===== src/rtl/alu_pkg.sv =====
// Shared definitions for the pipelined add/subtract unit.
// Default geometry and the per-chunk adder helper.
package alu_pkg;

    localparam int DEF_WIDTH  = 32;
    localparam int DEF_STAGES = 4;
    localparam int MAX_W      = 64;

    // Zero-extended add of two MAX_W operands plus carry; MSB is carry-out.
    function automatic logic [MAX_W:0] chunk_sum(
        input logic [MAX_W-1:0] a,
        input logic [MAX_W-1:0] b,
        input logic             cin
    );
        return {1'b0, a} + {1'b0, b} + {{MAX_W{1'b0}}, cin};
    endfunction

endpackage


===== src/rtl/addsub_segment.sv =====
// One CHUNK-bit ripple segment of the pipelined adder.
// Also reports the carry into its top bit for overflow detection.
module addsub_segment
    import alu_pkg::*;
#(
    parameter int CHUNK = 8
) (
    input  logic [CHUNK-1:0] i_a,
    input  logic [CHUNK-1:0] i_b,
    input  logic             i_cin,
    output logic [CHUNK-1:0] o_sum,
    output logic             o_cout,
    output logic             o_cmsb
);

    // Chunk add; the top-bit carry-in falls out of sum ^ a ^ b at the MSB.
    always_comb begin
        {o_cout, o_sum} = (CHUNK+1)'(chunk_sum(MAX_W'(i_a), MAX_W'(i_b), i_cin));
        o_cmsb = o_sum[CHUNK-1] ^ i_a[CHUNK-1] ^ i_b[CHUNK-1];
    end

endmodule


===== src/rtl/pipelined_addsub.sv =====
// Pipelined add/subtract: WIDTH-bit carry chain split into STAGES segments.
// Global-stall valid/ready handshake; flags resolved in the last stage.
module pipelined_addsub
    import alu_pkg::*;
#(
    parameter int WIDTH  = DEF_WIDTH,
    parameter int STAGES = DEF_STAGES
) (
    input  logic             i_clk,
    input  logic             i_rst_n,
    input  logic             i_valid,
    output logic             o_ready,
    input  logic [WIDTH-1:0] i_op_a,
    input  logic [WIDTH-1:0] i_op_b,
    input  logic             i_sub,
    input  logic             i_cin,
    output logic             o_valid,
    input  logic             i_ready,
    output logic [WIDTH-1:0] o_sum,
    output logic             o_cout,
    output logic             o_ovf,
    output logic             o_zero
);

    localparam int CHUNK = WIDTH / STAGES;
    localparam int LAST  = STAGES - 1;

    if (STAGES < 1 || STAGES > WIDTH || (WIDTH % STAGES) != 0) begin : g_bad_geom
        $error("pipelined_addsub: WIDTH must be divisible by STAGES");
    end
    if (CHUNK > MAX_W) begin : g_bad_chunk
        $error("pipelined_addsub: CHUNK exceeds MAX_W");
    end

    logic w_adv;

    // Per-stage inputs: index 0 is the port side, k is stage k-1's registers.
    logic             w_pv [STAGES];
    logic [WIDTH-1:0] w_pa [STAGES];
    logic [WIDTH-1:0] w_pb [STAGES];
    logic [WIDTH-1:0] w_ps [STAGES];
    logic             w_pc [STAGES];

    assign w_adv   = !o_valid || i_ready;
    assign o_ready = w_adv;

    assign w_pv[0] = i_valid;
    assign w_pa[0] = i_op_a;
    assign w_pb[0] = i_sub ? ~i_op_b : i_op_b;
    assign w_ps[0] = '0;
    assign w_pc[0] = i_cin ^ i_sub;

    for (genvar k = 0; k < STAGES; k++) begin : g_stage
        logic [CHUNK-1:0] w_s;
        logic             w_co;
        logic             w_cm;
        logic [WIDTH-1:0] w_ns;

        addsub_segment #(.CHUNK(CHUNK)) u_seg (
            .i_a    (CHUNK'(w_pa[k] >> (k * CHUNK))),
            .i_b    (CHUNK'(w_pb[k] >> (k * CHUNK))),
            .i_cin  (w_pc[k]),
            .o_sum  (w_s),
            .o_cout (w_co),
            .o_cmsb (w_cm)
        );

        assign w_ns = w_ps[k] | (WIDTH'(w_s) << (k * CHUNK));

        if (k < LAST) begin : g_mid
            logic             r_v;
            logic [WIDTH-1:0] r_a;
            logic [WIDTH-1:0] r_b;
            logic [WIDTH-1:0] r_s;
            logic             r_c;
            logic             w_unused_cm;

            assign w_unused_cm = w_cm;

            // Stage register: partial sum, chunk carry and remaining operands.
            always_ff @(posedge i_clk or negedge i_rst_n) begin
                if (!i_rst_n) begin
                    r_v <= 1'b0;
                    r_a <= '0;
                    r_b <= '0;
                    r_s <= '0;
                    r_c <= 1'b0;
                end else if (w_adv) begin
                    r_v <= w_pv[k];
                    r_a <= w_pa[k];
                    r_b <= w_pb[k];
                    r_s <= w_ns;
                    r_c <= w_co;
                end
            end

            assign w_pv[k+1] = r_v;
            assign w_pa[k+1] = r_a;
            assign w_pb[k+1] = r_b;
            assign w_ps[k+1] = r_s;
            assign w_pc[k+1] = r_c;
        end else begin : g_out
            // Output register: completed sum plus carry, overflow, zero.
            always_ff @(posedge i_clk or negedge i_rst_n) begin
                if (!i_rst_n) begin
                    o_valid <= 1'b0;
                    o_sum   <= '0;
                    o_cout  <= 1'b0;
                    o_ovf   <= 1'b0;
                    o_zero  <= 1'b0;
                end else if (w_adv) begin
                    o_valid <= w_pv[k];
                    o_sum   <= w_ns;
                    o_cout  <= w_co;
                    o_ovf   <= w_cm ^ w_co;
                    o_zero  <= (w_ns == '0);
                end
            end
        end
    end

endmodule


===== config.mk =====
export PLATFORM = sky130hd
export DESIGN_NAME = pipelined_addsub
export DESIGN_NICKNAME = d
export VERILOG_FILES = /design/src/rtl/alu_pkg.sv /design/src/rtl/addsub_segment.sv /design/src/rtl/pipelined_addsub.sv
export SDC_FILE = /design/constraint.sdc
export NUM_CORES = 1
export LEC_CHECK = 0
export CAP_MARGIN = 10
export CORE_MARGIN = 2
export CORE_UTILIZATION = 49
export DETAILED_ROUTE_END_ITERATION = 10
export GPL_TIMING_DRIVEN = 0
export PLACE_DENSITY = 0.75
export SYNTH_ARGS = -nofsm -noshare
export SYNTH_HDL_FRONTEND = slang
export SYNTH_SLANG_ARGS = --single-unit

===== constraint.sdc =====
create_clock -name i_clk -period 2.1 [get_ports i_clk]
set_input_delay 0.21 -clock i_clk [delete_from_list [all_inputs] [get_ports i_clk]]
set_output_delay 0.21 -clock i_clk [all_outputs]
set_load 0.005 [all_outputs]

==> run metrics, run 1 <==
via/cell ratio=5.06; Max IR drop VDD=0.917 mV; GRT Total Usage=22.9%; arrival time worst endpoint=2.66 ns; ys flop type=dfrtp_1; Syn Area/Cell=9.06 um2; Clock Latency Late Sink=0.44 ns; Initial Utilization=49.5%; WP data required=2.39 ns; Post-DP HPWL=14200 um; area share of the largest cell type after synthesis=54.9%; Critical Path Start Type=register; TritonCTS clock tree=done; Clk pwr share=19.7%; Comb power frac=41.5%; critical path endpoint category=register; fmax=421 MHz; commonest cells after routing, fill and taps aside=nand2_1, dfrtp_1, clkdlybuf4s50_1, o21ai_1, xnor2_1; P_leak=5.16 nW; Area growth syn-to-layout=25.5%; total CTS buffers=17; Critical Path, Cell by Cell=fa_2, fa_2, a21oi_2, o211ai_1, o41ai_2, xnor2_1, xnor2_1, a21oi_1; htree depth=4; clock transition at the registers of the reported paths=0.07 ns; register area share after synthesis=54.9%; critical path class=reg2reg; synth top area cells=dfrtp_1, nand2_1, ha_1, xnor2_1, o21ai_1; die height=136 um; largest net degree at the start of global routing=98; initial antenna violation count=0; CP max FO=2; worst min path class=in2reg; clk sinks=186; status=finished with violations; total power=0.0161 W; Syn Nets=1042; Net Switching=0.00610 W; violated checks=setup timing; Die W=136 um; final setup fails=4; first-pass GRT wire length=32500 um; unrepaired setup endpoints after global routing=true; PwrDens=1520 nW/um2; Slew @ Worst Pin=0.736 ns; Max Cap Viol=0; P_int=0.0100 W; clock skew=0.00608 ns; DR WL/cell=14.9 um; DRC errors left=0; dpl ws=-0.562 ns; clk buf depth=2; Slew headroom=50.9%; synthesized area=8480 um2; Hold Fails Final Rpt=0; Post-DRT Antenna Nets=0; iteration-0 DRC count of the detailed router=552; crit share post-route=113%; Total Wirelength=19600 um; Ant. Diodes=0; slowest CP cell=fa_2; PortBufs=105; FP Rows=48; slowest cell delay on critical path=0.42 ns; vias in the first global route=6520; die area=18400 um2; most common cell after layout, fill and taps aside=nand2_1; Post-synth EDFFs=0; async set-reset flop share out of synthesis=100%; Final Slew Violations=0; share of layout cells above drive strength 1=8.49%; yosys synthesis warning count=0; min Tclk post-route=2.37 ns; Setup TNS Final=-0.589 ns; synth unique cells=42; switch share=37.8%; vias after detailed routing=6629; Mapped Cells=936; Sequential Power Share=38.8%; CORE AREA=17100 um2; final worst slack=-0.273 ns; Routability Congestion=0.881; drt pass-1 iters=5; CTS root buffer=clkbuf_16; cell accounting for the most synthesized area=dfrtp_1; NumNets Final=1177; num ports=107; GRT overflow=0; Yosys reg bits=186
==> flip-flops by register name, indices dropped and copies added (netlist names) <==
register and flops:
g_stage.g_mid.r_c 3, g_stage.g_mid.r_v 3, o_cout 1, o_ovf 1, o_valid 1, o_zero 1, g_stage.g_mid.r_b 48, o_sum 32
g_stage.g_mid.r_s 48, g_stage.g_mid.r_a 48
==> power groups by stage <==
| stage | logic [W] | registers (W) | clock network [W] |
|---|---|---|---|
| floorplan | 0.00422 | 0.00599 | 0 |
| global placement | 0.00607 | 0.00624 | 0 |
| detailed placement | 0.00627 | 0.00629 | 0 |
| CTS | 0.00653 | 0.00624 | 0.00318 |
| global route | 0.00753 | 0.00645 | 0.00336 |
| finish | 0.00671 | 0.00626 | 0.00317 |
==> through the flow <==
step / cell area [um2] / cells / hold slack [ns] / util, %
2_1_floorplan: 8540 / 936 / -0.0856 / -
3_3_place_gp: 9870 / 1266 / 0.445 / 57.7
3_5_place_dp: 9910 / 1267 / 0.277 / 57.9
4_1_cts: 10600 / 1306 / 0.142 / 61.8
5_1_grt: 10600 / 1309 / 0.173 / 62.2
6_report: 10600 / 1309 / 0.153 / 62.2
==> worst max-delay path: cells and delay by family, from the launching register on <==
family,cells,cell delay (ns)
adders and majority gates,2,0.79
AOI/OAI and AO/OA,4,0.71
DFF,1,0.41
xor gates and xnor gates,2,0.32
==> final timing paths <==
kind | depth (start not counted) | slack [ns] | start | endpoint
max in group asynchronous | 3 | 0.87 | i_rst_n | g_stage[0].g_mid.r_a[8]
setup reg to reg | 8 | -0.27 | g_stage[2].g_mid.r_c | o_ovf
hold reg to reg | 2 | 0.47 | o_sum[29] | o_sum[29]
min in group asynchronous | 2 | 0.38 | i_rst_n | o_sum[31]
setup / recovery | 8 | -0.27 | g_stage[2].g_mid.r_c | o_ovf
hold / removal | 3 | 0.15 | i_sub | g_stage[0].g_mid.r_b[12]
==> repair_timing <==
| item | CTS | global route |
|---|---|---|
| pin swaps | 15 | 13 |
| resized for setup | 21 | 24 |
| setup buffers | 8 | 3 |
| setup endpoints to repair | 24 | 26 |
| hold buffers | 1 | 0 |
| hold endpoints to repair | 96 | 0 |
==> cell families (layout without fill, tap and decap cells) <==
kind of cell / count (synthesis) / after routing / share of synthesized area (%)
simple gates: 494 / 494 / 22.8
flops: 186 / 186 / 54.9
compound gates: 100 / 100 / 7.57
buf+inv: 66 / 214 / 3.01
xor+xnor: 53 / 53 / 5.56
fa+ha+maj: 36 / 36 / 6.02
mux: 1 / 1 / 0.118
==> synth_stat cells, drive strengths merged, types with 2 or more instances <==
master	instances
a211o	3
a21boi	4
a21o	7
a21oi	28
a221oi	2
and3	2
buf	15
clkbuf	31
dfrtp	186
fa	8
ha	28
inv	20
nand2	433
nand3	7
nand3b	4
nand4	2
nor2	26
nor2b	3
nor3	5
nor3b	4
nor4	6
o211ai	4
o21ai	39
o21bai	2
o221ai	2
o31ai	4
o41ai	3
xnor2	39
xor2	14
==> area by class of cell <==
type                    instances  area, um2
multi-input cells             684       3660
clock inverters                13        143
well taps                     225        282
flip-flops and latches        186       4650
fillers                      1477       6480
plain buffers                  44        218
repair buffers                118       1170
clock buffers                  19        433
inverters                      20       77.6
==> routing by layer <==
metal	global-route usage (%)	vias to the layer above	share of wire, %
met5	0	-	0
met4	10.5	0	3.3
met3	3.97	46	5.3
met2	35.1	205	46
met1	32.1	3121	46
li1	-	3257	-
(Power assumes the default switching activity.)
==> run 2: changes to the inputs <==
--- a/config.mk
+++ b/config.mk
@@ -6,11 +6,12 @@
 export NUM_CORES = 1
 export LEC_CHECK = 0
 export CAP_MARGIN = 10
-export CORE_MARGIN = 2
 export CORE_UTILIZATION = 49
 export DETAILED_ROUTE_END_ITERATION = 10
 export GPL_TIMING_DRIVEN = 0
+export HOLD_SLACK_MARGIN = 0.03
 export PLACE_DENSITY = 0.75
+export SLEW_MARGIN = 20
 export SYNTH_ARGS = -nofsm -noshare
 export SYNTH_HDL_FRONTEND = slang
 export SYNTH_SLANG_ARGS = --single-unit
==> run 2 against run 1 <==
  * The run still ends with setup timing left
  * Cell count is the same
  * Non-clock buffer count grew 5
  * Design area grew 0.74%
  * Critical endpoint unchanged
  * Count of clock-buffer cells in the layout shrank 2
  * Global-route usage grew 0.50 points
  * Register-to-register slack lost 0.03 ns
  * Die area shrank 2.9%
  * Highest routed layer unchanged
==> run metrics, run 2 (synthesized netlist as in run 1, its figures left out) <==
status=finished with violations; violated checks=setup timing; PortBufs=105 (unchanged); unrepaired setup endpoints after global routing=true; FP Rows=47 (-2.1%); reg2reg start=g_stage[2].g_mid.r_a[24]; drt pass-1 iters=5 (unchanged); htree depth=4 (unchanged); most common cell after layout, fill and taps aside=nand2_1; arrival time worst endpoint=2.68 ns (+0.02 ns); clock skew=0.00551 ns (-0.000575 ns); fmax=416 MHz (-1.2%); crit share post-route=114% (+1.4 points); CORE AREA=16800 um2 (-2.1%); vias in the first global route=6457 (-0.97%); Ant. Diodes=0 (unchanged); total CTS buffers=17 (unchanged); initial antenna violation count=0 (unchanged); Critical Path Start Type=register; iteration-0 DRC count of the detailed router=436 (-21%); first-pass GRT wire length=32100 um (-1.3%); P_leak=5.20 nW (+0.73%); final worst slack=-0.302 ns (-0.0288 ns); commonest cells after routing, fill and taps aside=nand2_1, dfrtp_1, clkdlybuf4s50_1, o21ai_1, xnor2_1; Clock Latency Late Sink=0.43 ns (about the same); Slew @ Worst Pin=0.732 ns (-0.00386 ns); min Tclk post-route=2.40 ns (+0.0288 ns); Post-DP HPWL=14000 um (-1.1%); num ports=107 (unchanged); vias after detailed routing=6687 (+0.87%); Largest regs=g_stage.g_mid.r_a: 48 flops, g_stage.g_mid.r_b: 48 flops, g_stage.g_mid.r_s: 48 flops; share of layout cells above drive strength 1=8.91% (+0.42 points); Post-DRT Antenna Nets=0 (unchanged); Max Cap Viol=0 (unchanged); clock transition at the registers of the reported paths=0.07 ns (about the same); die height=134 um (-1.5%); FILL cells=1410 (-4.5%); Routability Congestion=0.846 (-4.0%); final core occ=64.0% (+1.8 points); clk sinks=186 (unchanged); Final Slew Violations=0 (unchanged); Worst Hold Launch=i_sub; TritonCTS clock tree=done; Max IR drop VDD=0.835 mV (-9.0%); DRC errors left=0 (unchanged); clk buf depth=2 (unchanged); die area=17800 um2 (-2.9%); CTS root buffer=clkbuf_16; Hold Fails Final Rpt=0 (unchanged); largest net degree at the start of global routing=85 (-13%); Slew headroom=51.2% (+0.26 points); final setup fails=4 (unchanged); Area growth syn-to-layout=26.4%; Crit. Startpoint=g_stage[2].g_mid.r_a[24]; worst min path class=in2reg; CP max FO=2 (unchanged); Initial Utilization=50.6% (+1.1 points); GRT Total Usage=23.4% (+0.50 points); GRT overflow=0 (unchanged); Die W=134 um (-1.5%); critical path class=reg2reg; DR WL/cell=14.9 um (-0.37%); via/cell ratio=5.11 (+0.87%); critical path endpoint category=register; final hold slack=0.0947 ns (-0.0585 ns); Total Wirelength=19500 um (-0.37%); PwrDens=1500 nW/um2 (-0.93%); WP data required=2.38 ns (about the same); NumNets Final=1182 (+0.42%)
-- run 2: cell types whose count changed in the layout (fill, tap and decap cells not counted), moves of 2 or more --
cell / previous run / this run
clkbuf_2: 5 / 2
buf_4: 12 / 14
clkbuf_1: 26 / 28
clkinv_4: 2 / 4
inv_6: 4 / 6
-- run 2: worst paths after layout --
path                                            end  slack [ns]  cells after the start
max                                           o_ovf       -0.30                      8
min                        g_stage[0].g_mid.r_b[12]        0.09                      3
max reg2reg                                   o_ovf       -0.30                      8
min reg2reg                               o_sum[10]        0.47                      2
max in group asynchronous  g_stage[0].g_mid.r_b[15]        0.86                      4
min in group asynchronous  g_stage[2].g_mid.r_a[30]        0.22                      2
-- run 2: per-layer routing --
layer / wire [um] / track usage, %
met1: 9010 / 32.6
met2: 8990 / 36.7
met3: 1020 / 3.92
met4: 481 / 9.41
met5: 0 / 0
-- run 2: area by class of cell --
class | count | area [um2] | share of cell area (%)
Tap cell | 220 | 275 | 2.57
Clock buffer | 17 | 425 | 3.97
Sequential cell | 186 | 4650 | 43.4
Timing Repair Buffer | 122 | 1230 | 11.5
Multi-Input combinational cell | 684 | 3680 | 34.3
Inverter | 20 | 80.1 | 0.747
Clock inverter | 15 | 141 | 1.32
Buffer | 45 | 238 | 2.22
-- run 2: worst max-delay path, cell delays in order, from the launching register on --
cell      delay [ns]
dfrtp_1         0.41
fa_2            0.41
fa_2            0.37
a21oi_2         0.19
o211ai_1        0.15
o41ai_2         0.32
xnor2_1         0.18
xnor2_1         0.14
a21oi_1         0.08
-- run 2: through the flow --
| stage | worst slack, ns | power (W) | setup TNS (ns) | cells | area (um2) |
|---|---|---|---|---|---|
| 6_report | -0.302 | 0.0161 | -0.790 | 1309 | 10700 |
| 5_1_grt | -0.393 | 0.0172 | -1.30 | 1309 | 10700 |
| 4_1_cts | -0.269 | 0.0159 | -0.576 | 1305 | 10600 |
| 3_5_place_dp | -0.543 | 0.0125 | -19.79 | 1263 | 9930 |
| 3_3_place_gp | -6.72 | 0.0123 | -1263.06 | 1261 | 9870 |
| 2_1_floorplan | -0.226 | 0.0102 | -0.715 | 936 | 8540 |
-- run 2: where the power goes --
group	internal, W	switching [W]	leakage, nW
clock	0.00165	0.00144	0.271
combinational	0.00313	0.00362	2.69
sequential	0.00519	0.00108	2.24
total	0.00997	0.00614	5.20
-- run 2: repair_timing --
| action | 4_1_cts | 5_1_grt |
|---|---|---|
| hold buffers | 1 | 0 |
| resized for setup | 20 | 20 |
| buffers inserted | 10 | 5 |
| pin swaps | 14 | 20 |
| endpoints found under the setup margin | 23 | 20 |
| endpoints found under the hold margin | 102 | 0 |
